--- config.mk ---
export PLATFORM = sky130hd
export DESIGN_NAME = mult_unit_flat
export DESIGN_NICKNAME = d
export VERILOG_FILES = /design/src/rtl/mult_unit_if.sv /design/src/rtl/mult_unit.sv /design/src/flat_wrapper.sv
export SDC_FILE = /design/constraint.sdc
export NUM_CORES = 1
export LEC_CHECK = 0
export ABC_AREA = 1
export BUFFER_PORTS_ARGS = -buffer_cell sky130_fd_sc_hd__buf_2
export CORE_ASPECT_RATIO = 0.5
export CORE_MARGIN = 5
export CORE_UTILIZATION = 55
export DETAILED_ROUTE_END_ITERATION = 8
export PLACE_DENSITY = 0.75
export SLEW_MARGIN = 20
export SYNTH_ARGS = -nofsm -noshare
export SYNTH_HDL_FRONTEND = slang
export SYNTH_SLANG_ARGS = --single-unit
--- constraint.sdc ---
create_clock -name clk -period 2.44 [get_ports clk]
set_input_delay 0.244 -clock clk [delete_from_list [all_inputs] [get_ports clk]]
set_output_delay 0.244 -clock clk [all_outputs]
set_load 0.02 [all_outputs]
--- src/rtl/mult_unit_if.sv ---
// Start/busy/done handshake and operand/result bus of the iterative multiplier.
// master drives requests, slave is the multiplier.
interface mult_unit_if #(
   parameter int WIDTH = 32
);
   logic             start;
   logic             signed_op;
   logic [WIDTH-1:0] operand_a;
   logic [WIDTH-1:0] operand_b;
   logic             busy;
   logic             done;
   logic [WIDTH-1:0] result_lo;
   logic [WIDTH-1:0] result_hi;

   modport master (
      output start, signed_op,
      output operand_a, operand_b,
      input  busy, done,
      input  result_lo, result_hi
   );

   modport slave (
      input  start, signed_op,
      input  operand_a, operand_b,
      output busy, done,
      output result_lo, result_hi
   );
endinterface

--- src/rtl/mult_unit.sv ---
// Iterative shift-add multiplier, WIDTH x WIDTH -> 2*WIDTH.
// Works on magnitudes and applies the sign once at the end.
module mult_unit #(
   parameter int WIDTH = 32,
   parameter int CNT_W = 6
) (
   input  logic      clk,
   input  logic      rst_n,
   mult_unit_if.slave bus
);
   typedef enum logic [1:0] {
      IDLE = 2'd0,
      RUN  = 2'd1,
      FIN  = 2'd2
   } state_e;

   localparam int PW = 2 * WIDTH;

   state_e           state_q, state_d;
   logic [PW-1:0]    acc_q, acc_d;
   logic [WIDTH-1:0] mcand_q, mcand_d;
   logic [CNT_W-1:0] cnt_q, cnt_d;
   logic             neg_q, neg_d;
   logic [PW-1:0]    res_q, res_d;
   logic             done_q, done_d;

   logic [WIDTH-1:0] a_abs, b_abs;
   logic [WIDTH:0]   sum;
   logic             a_neg, b_neg;

   // 0x8000_0000 negates to itself, which is the correct unsigned 2^31
   assign a_neg = bus.signed_op & bus.operand_a[WIDTH-1];
   assign b_neg = bus.signed_op & bus.operand_b[WIDTH-1];
   assign a_abs = a_neg ? -bus.operand_a : bus.operand_a;
   assign b_abs = b_neg ? -bus.operand_b : bus.operand_b;

   // multiplier lives in the low half and shifts out as the product shifts in
   assign sum = {1'b0, acc_q[PW-1:WIDTH]} + {1'b0, mcand_q};

   always_comb begin
      state_d = state_q;
      acc_d   = acc_q;
      mcand_d = mcand_q;
      cnt_d   = cnt_q;
      neg_d   = neg_q;
      res_d   = res_q;
      done_d  = 1'b0;
      unique case (state_q)
         IDLE: begin
            if (bus.start) begin
               mcand_d = a_abs;
               acc_d   = {{WIDTH{1'b0}}, b_abs};
               cnt_d   = '0;
               neg_d   = a_neg ^ b_neg;
               state_d = RUN;
            end
         end
         RUN: begin
            if (acc_q[0]) acc_d = {sum, acc_q[WIDTH-1:1]};
            else          acc_d = {1'b0, acc_q[PW-1:1]};
            cnt_d = cnt_q + 1'b1;
            if (cnt_q == CNT_W'(WIDTH - 1)) state_d = FIN;
         end
         FIN: begin
            res_d   = neg_q ? -acc_q : acc_q;
            done_d  = 1'b1;
            state_d = IDLE;
         end
         default: state_d = IDLE;
      endcase
   end

   always_ff @(posedge clk or negedge rst_n) begin
      if (!rst_n) begin
         state_q <= IDLE;
         acc_q   <= '0;
         mcand_q <= '0;
         cnt_q   <= '0;
         neg_q   <= 1'b0;
         res_q   <= '0;
         done_q  <= 1'b0;
      end else begin
         state_q <= state_d;
         acc_q   <= acc_d;
         mcand_q <= mcand_d;
         cnt_q   <= cnt_d;
         neg_q   <= neg_d;
         res_q   <= res_d;
         done_q  <= done_d;
      end
   end

   assign bus.busy      = (state_q != IDLE);
   assign bus.done      = done_q;
   assign bus.result_lo = res_q[WIDTH-1:0];
   assign bus.result_hi = res_q[PW-1:WIDTH];
endmodule

--- src/flat_wrapper.sv ---
// flat-port wrapper written by rule: the top's interface ports become plain ports
module mult_unit_flat 
#(
   parameter int WIDTH = 32,
   parameter int CNT_W = 6
)
  (clk, rst_n, bus_start, bus_signed_op, bus_operand_a, bus_operand_b, bus_busy, bus_done, bus_result_lo, bus_result_hi);
  mult_unit_if #(.WIDTH(WIDTH)) bus_i ();
  input  logic clk;
  input  logic rst_n;
  input wire logic [$bits(bus_i.start)-1:0] bus_start;
  input wire logic [$bits(bus_i.signed_op)-1:0] bus_signed_op;
  input wire logic [$bits(bus_i.operand_a)-1:0] bus_operand_a;
  input wire logic [$bits(bus_i.operand_b)-1:0] bus_operand_b;
  output wire logic [$bits(bus_i.busy)-1:0] bus_busy;
  output wire logic [$bits(bus_i.done)-1:0] bus_done;
  output wire logic [$bits(bus_i.result_lo)-1:0] bus_result_lo;
  output wire logic [$bits(bus_i.result_hi)-1:0] bus_result_hi;
  assign bus_i.start = bus_start;
  assign bus_i.signed_op = bus_signed_op;
  assign bus_i.operand_a = bus_operand_a;
  assign bus_i.operand_b = bus_operand_b;
  assign bus_busy = bus_i.busy;
  assign bus_done = bus_i.done;
  assign bus_result_lo = bus_i.result_lo;
  assign bus_result_hi = bus_i.result_hi;
  mult_unit #(.WIDTH(WIDTH), .CNT_W(CNT_W)) u_core (.clk(clk), .rst_n(rst_n), .bus(bus_i));
endmodule
# After elaboration in Yosys (flattened, before gate mapping)

Index checks and enable logic that the tools add are counted.

Add/sub/neg operators: 5
Equality and inequality tests: 5
Multiplexer cells: 12
Bitwise logic cells: 3
Reduce and logical (&&, ||, !) cells: 6

Operators with widths:

| operator              | count |
|---|---|
| $mux W64              | 3 |
| $pmux W64 S2          | 1 |
| $mux W32              | 2 |
| $neg A32 Y32          | 2 |
| $neg A64 Y64          | 1 |
| $add A32 B32 Y33      | 1 |
| $pmux W6 S2           | 1 |
| $add A6 B1 Y6 const B | 1 |
| $eq A6 B5 Y1 const B  | 1 |
| $mux W6               | 1 |
| $reduce_and A2 Y1     | 3 |
| $mux W2               | 2 |
| $pmux W2 S2           | 1 |
| $reduce_bool A2 Y1    | 2 |
| $and A1 B1 Y1         | 2 |
| $eq A2 B1 Y1 const B  | 1 |
| $eq A2 B2 Y1 const B  | 1 |
| $logic_not A2 Y1      | 1 |
| $ne A2 B1 Y1 const B  | 1 |
| $ne A2 B2 Y1 const B  | 1 |
| $mux W1               | 1 |
| $xor A1 B1 Y1         | 1 |

Register bits: 170
Input port bits: 68

# Depth between registers and ports, before layout

Word-level depth: 4
Gate-level depth with buffers: 15
Gate-level depth less buffers: 15

# Worst setup path after synthesis

OpenSTA, ideal clock, no wires.

Path kind: reg-to-reg
Start point: reg u_core.acc_q[0]
End point: reg u_core.res_q[24]
Arrival time: 1,856 ps
Required time: 2,310 ps
Setup slack: 454 ps
Cell stages (with the launch flop): 13
Path buffers: 2
Cell sequence: dfrtp_1 > buf_6 > inv_4 > clkbuf_1 > ha_1 > nand2_2 > nor2_4 > nand2_2 > nand2_2 > nand2_2 > nor2_4 > xor2_1 > o21ai_1

Cells in the longest elaborated chain, start to end: 2

RTL lines:

| element                  | RTL line        | text |
|---|---|---|
| start: declaration       | mult_unit.sv:20 | `logic [PW-1:0] acc_q, acc_d;` |
| start signal: assignment | mult_unit.sv:76 | `acc_q <= '0;` |
| start signal: assignment | mult_unit.sv:84 | `acc_q <= acc_d;` |
| $neg A64 Y64             | mult_unit.sv:65 | `res_d = neg_q ? -acc_q : acc_q;` |
| $mux W64                 | mult_unit.sv:65 |  |
| end signal: assignment   | mult_unit.sv:88 | `res_q <= res_d;` |
| end: declaration         | mult_unit.sv:24 | `logic [PW-1:0] res_q, res_d;` |

No other way between the ends.
A chain may end at the register's enable or synchronous reset.

# Worst setup path after layout

Start point: reg u_core.acc_q[38]
End point: reg u_core.acc_q[54]

Cells in the longest elaborated chain, start to end: 3

RTL lines:

| element          | RTL line        | text |
|---|---|---|
| $add A32 B32 Y33 | mult_unit.sv:38 | `assign sum = {1'b0, acc_q[PW-1:WIDTH]} + {1'b0, mcand_q};` |
| $mux W64         | mult_unit.sv:59 | `if (acc_q[0]) acc_d = {sum, acc_q[WIDTH-1:1]};` |
| $pmux W64 S2     | mult_unit.sv:48 | `unique case (state_q)` |

No other way between the ends.

==> results.py <==
metrics = {
    "clock_tree": {
        "clk_pin_slew_ps": 70,
        "numCtsBuffers": 17,
        "clockBufferDepth": 2,
        "cts.sinks": 170,
        "clk_latency_ps": 460,
        "cts_tree": "done",
        "htreeDepth": 4,
        "cts-root-buf": "clkbuf_16",
    },
    "sta": {
        "timing.fmax_mhz": 429.3,
        "fin_hold_ws_ps": 68.33,
        "slew_viol_final": 0,
        "min_period_ps": 2329,
        "rsz0062_at_grt": "false",
        "finalCritPeriodShare_pct": 95.46,
        "hold_viol_final": 0,
        "tightest_slew_ps": 712.2,
        "slew_headroom_pct": 52.52,
        "fin_tns_setup_ps": 0,
        "setup_violations": 0,
        "fin_worst_skew_ps": 7.133,
    },
    "die": {
        "dieArea_sq_mm": 0.02734,
        "die_height_um": 119.4,
        "pin_count": 134,
        "fp.coreArea_sq_mm": 0.02377,
        "rows": 40,
        "die_w_um": 228.9,
        "start_util_pct": 55.43,
    },
    "synth": {
        "synth_area_sq_mm": 0.01318,
        "synth_area_per_cell_sq_um": 6.341,
        "synthSimpleGateAreaFrac_pct": 38.96,
        "syn-instance-count": 2078,
        "synth_top_family_by_area": "simple AND/OR/NAND/NOR gates",
        "muxShareOfSynthArea_pct": 0,
        "synthArstFlopShare_pct": 100.0,
        "ys_ff_latch": 170,
        "synth-seq-area-share_pct": 32.29,
        "synthFlopType": "dfrtp_1",
        "synthAdderAreaFrac_pct": 3.570,
        "synth_edf_count": 0,
        "synth.distinct_cells": 45,
        "synth_warnings": 0,
        "synth_compound_area_share_pct": 11.99,
        "synth_nets": 2183,
        "synth_xor_area_share_pct": 3.722,
    },
    "pwr": {
        "p_switching_mw": 11.04,
        "p_int_mw": 9.715,
        "peakVddDrop_v": 0.0006160,
        "p_leak_nw": 7.636,
        "pwr-share-seq_pct": 27.0,
        "clkPwrFrac_pct": 13.4,
        "p_sw_share_pct": 53.19,
        "p_comb_share_pct": 59.6,
        "total_power_mw": 20.76,
        "p_per_area_mw_per_mm2": 1399,
    },
    "detailed_routing": {
        "met1Wirelength_mm": 19.47,
        "met3WireLength_mm": 3.250,
        "drt_iter0_drc": 1454,
        "drc": 0,
        "finalWirelength_mm": 42.98,
        "met2_length_mm": 19.15,
        "viasPerCell": 5.568,
        "dr.pass1.iters": 9,
        "ant_nets": 0,
        "top_layer_used": "met4",
        "vias": 14060,
        "wl_per_cell_um": 17.02,
    },
    "layout": {
        "layout-drive-gt1-share_pct": 11.86,
        "fin_nets": 2304,
        "nFillCells": 2320,
        "multiInputGateArea_sq_mm": 0.007692,
        "area_growth_pct": 12.58,
        "utilization_pct": 62.40,
        "regArea_sq_mm": 0.004255,
        "stdcell_area_sq_mm": 0.01483,
        "n_antenna_cell": 0,
    },
    "worst_setup_path": {
        "worst-setup-path-type": "flop to flop",
        "crit_path_max_incr_delay_ps": 470,
        "cp.arrival_ps": 2690,
        "crit_chain": "ha_1, nand2_1, nor2_2, nand3_1, nand2_1, nand2_1, nand2_1, nand2_1, nand3_1, nand3_1, nand2_1, nand2_1",
        "worstSetupStartpointType": "flop",
        "critPathTopFamily": "simple AND/OR/NAND/NOR gates",
        "critPathSlowestCell": "dfrtp_1",
        "required_ps": 2800,
        "crit_path_end_kind": "flop",
        "crit_buf_inv": 0,
        "path_common_cell": "nand2_1",
        "path_max_fanout": 5,
    },
    "global_route": {
        "grt_pass1_vias": 13090,
        "antenna_found_initial": 0,
        "grt_pass1_wl_mm": 69.08,
        "grt_max_degree": 69,
        "gr-total-overflow": 0,
        "grt_use_total_pct": 31.53,
    },
    "job": {
        "cap_violations": 0,
    },
    "placement": {
        "gp_congestion": 1.006,
        "dp_hpwl_mm": 33.37,
        "io_buffer_count": 133,
        "placed_cell_area_sq_mm": 0.01424,
    },
    "outcome": {
        "status": "finished clean",
    },
    "hold_path": {
        "hold_path_class": "primary input to flop",
    },
}
-- cell usage after synthesis (2+ instances only) --
master    number  area [sq um]
a21o_1         2         15.01
a21oi_1       69         345.3
o31ai_1        3         22.52
o21ai_1       25         125.1
nor3_1        12         60.06
inv_2         10         37.54
o211ai_1       6         45.04
o22ai_1       11         68.82
nor2_4         6         67.56
a31oi_1        9         56.30
inv_1        249         934.7
or2_2          5         31.28
buf_1          5         18.77
or2_0          2         12.51
dfrtp_1      170          4254
ha_1          36         450.4
nand3b_1       5         37.54
xnor2_1        8         70.07
nor2_2        18         112.6
o21bai_1       4         30.03
a22oi_1       31         232.7
nand3_1      184         920.9
clkinv_2       2         10.01
nor2_1       218         818.3
nand3_2        3         30.03
and2_1         2         12.51
o21ai_0      116         580.6
nand2_4        3         33.78
buf_2         21         105.1
nor3_2         2         20.02
o21ai_2        2         17.52
nand4_1       42         262.8
nand2_2       14         87.58
nand2_1      695          2609
xor2_1        48         420.4
clkbuf_1      31         116.4
-- final cells by class --
class / count / area share [%]
Clock inverter: 12 / 0.9615
Inverter: 262 / 6.663
Tap cell: 315 / 2.657
Clock buffer: 18 / 2.961
Timing Repair Buffer: 161 / 6.216
Sequential cell: 170 / 28.69
Multi-Input combinational cell: 1587 / 51.86
-- registers in the layout, indices dropped and copies added (netlist names) --
name and count:
u_core.acc_q 64, u_core.bus.done 1, u_core.cnt_q 6, u_core.mcand_q 32, u_core.neg_q 1, u_core.res_q 64
u_core.state_q 2
-- metal layers --
metal  track usage [%]  vias to the layer above
li1                  -                     6913
met1             44.33                     6536
met2             50.18                      533
met3             5.765                       76
met4             9.081                        0
met5                 0                        -
-- what timing repair did --
action                     in CTS  in global routing
hold endpoints to repair       65                  0
setup endpoints to repair       0                  2
setup buffers                   0                  0
hold buffers                    1                  0
resized for setup               0                  1
-- worst min-delay path, stage by stage --
cell and delay, ps:
buf_2 90, nand2_1 50, nand3_1 70, nand2_1 50
-- cells in the final DEF (no fill, tap or decap), types with 3 or more instances in the layout --
master     netlist  final
dfrtp_1        170    169
nand3_1        184    184
ha_1            36     36
o211ai_1         6      6
o22ai_1         11     11
nand2_2         14     15
nand2_1        695    694
o31ai_1          3      3
clkinv_4         0      4
buf_12           0      3
nor2_2          18     18
clkinv_2         2      4
o21ai_1         25     25
inv_2           10     10
o21bai_1         4      4
clkbuf_16        0     17
xnor2_1          8      8
a21oi_1         69     69
inv_1          249    249
nand3b_1         5      5
buf_4            1     24
nor2_1         218    216
o21ai_0        116    116
nor2_4           6      8
xor2_1          48     48
buf_2           21    132
nand4_1         42     42
nand2_4          3      3
a31oi_1          9      9
nor3_1          12     12
a22oi_1         31     31
inv_6            0      3
nand3_2          3      3
or2_2            5      5
-- final timing paths --
check                             startpoint                  to  slack (ps)  cells after the start
setup / recovery            u_core.acc_q[38]    u_core.acc_q[54]         110                     12
hold / removal             bus_operand_a[25]  u_core.mcand_q[25]          70                      4
setup reg to reg            u_core.acc_q[38]    u_core.acc_q[54]         110                     12
hold reg to reg             u_core.res_q[59]    u_core.res_q[59]         470                      2
max in group asynchronous              rst_n     u_core.res_q[2]        1340                      3
min in group asynchronous              rst_n  u_core.mcand_q[15]         330                      2
-- stage by stage --
| stage | worst slack, ps | cells |
|---|---|---|
| final | 110.8 | 2525 |
| after global routing | 5.113 | 2525 |
| after CTS | 152.8 | 2525 |
| after detailed placement | 178.4 | 2494 |
| after global placement | 175.9 | 2494 |
| after floorplan | 453.8 | 2078 |
-- cell families after synthesis --
family                   after synthesis
AND/OR/NAND/NOR                     1212
AO/OA/AOI/OAI                        282
XOR/XNOR                              56
adder cells (fa/ha/maj)               37
flip-flops                           170
buffers and inverters                321
-- power groups by stage --
stage          logic, mW  clock network, mW  registers [mW]
2_1_floorplan       8.38                  0            5.59
3_3_place_gp        11.9                  0            5.58
3_5_place_dp        12.1                  0            5.58
4_1_cts             12.2               2.80            5.56
5_1_grt             13.9               2.93            5.76
6_report            12.4               2.77            5.61
(Power assumes the default switching activity.)
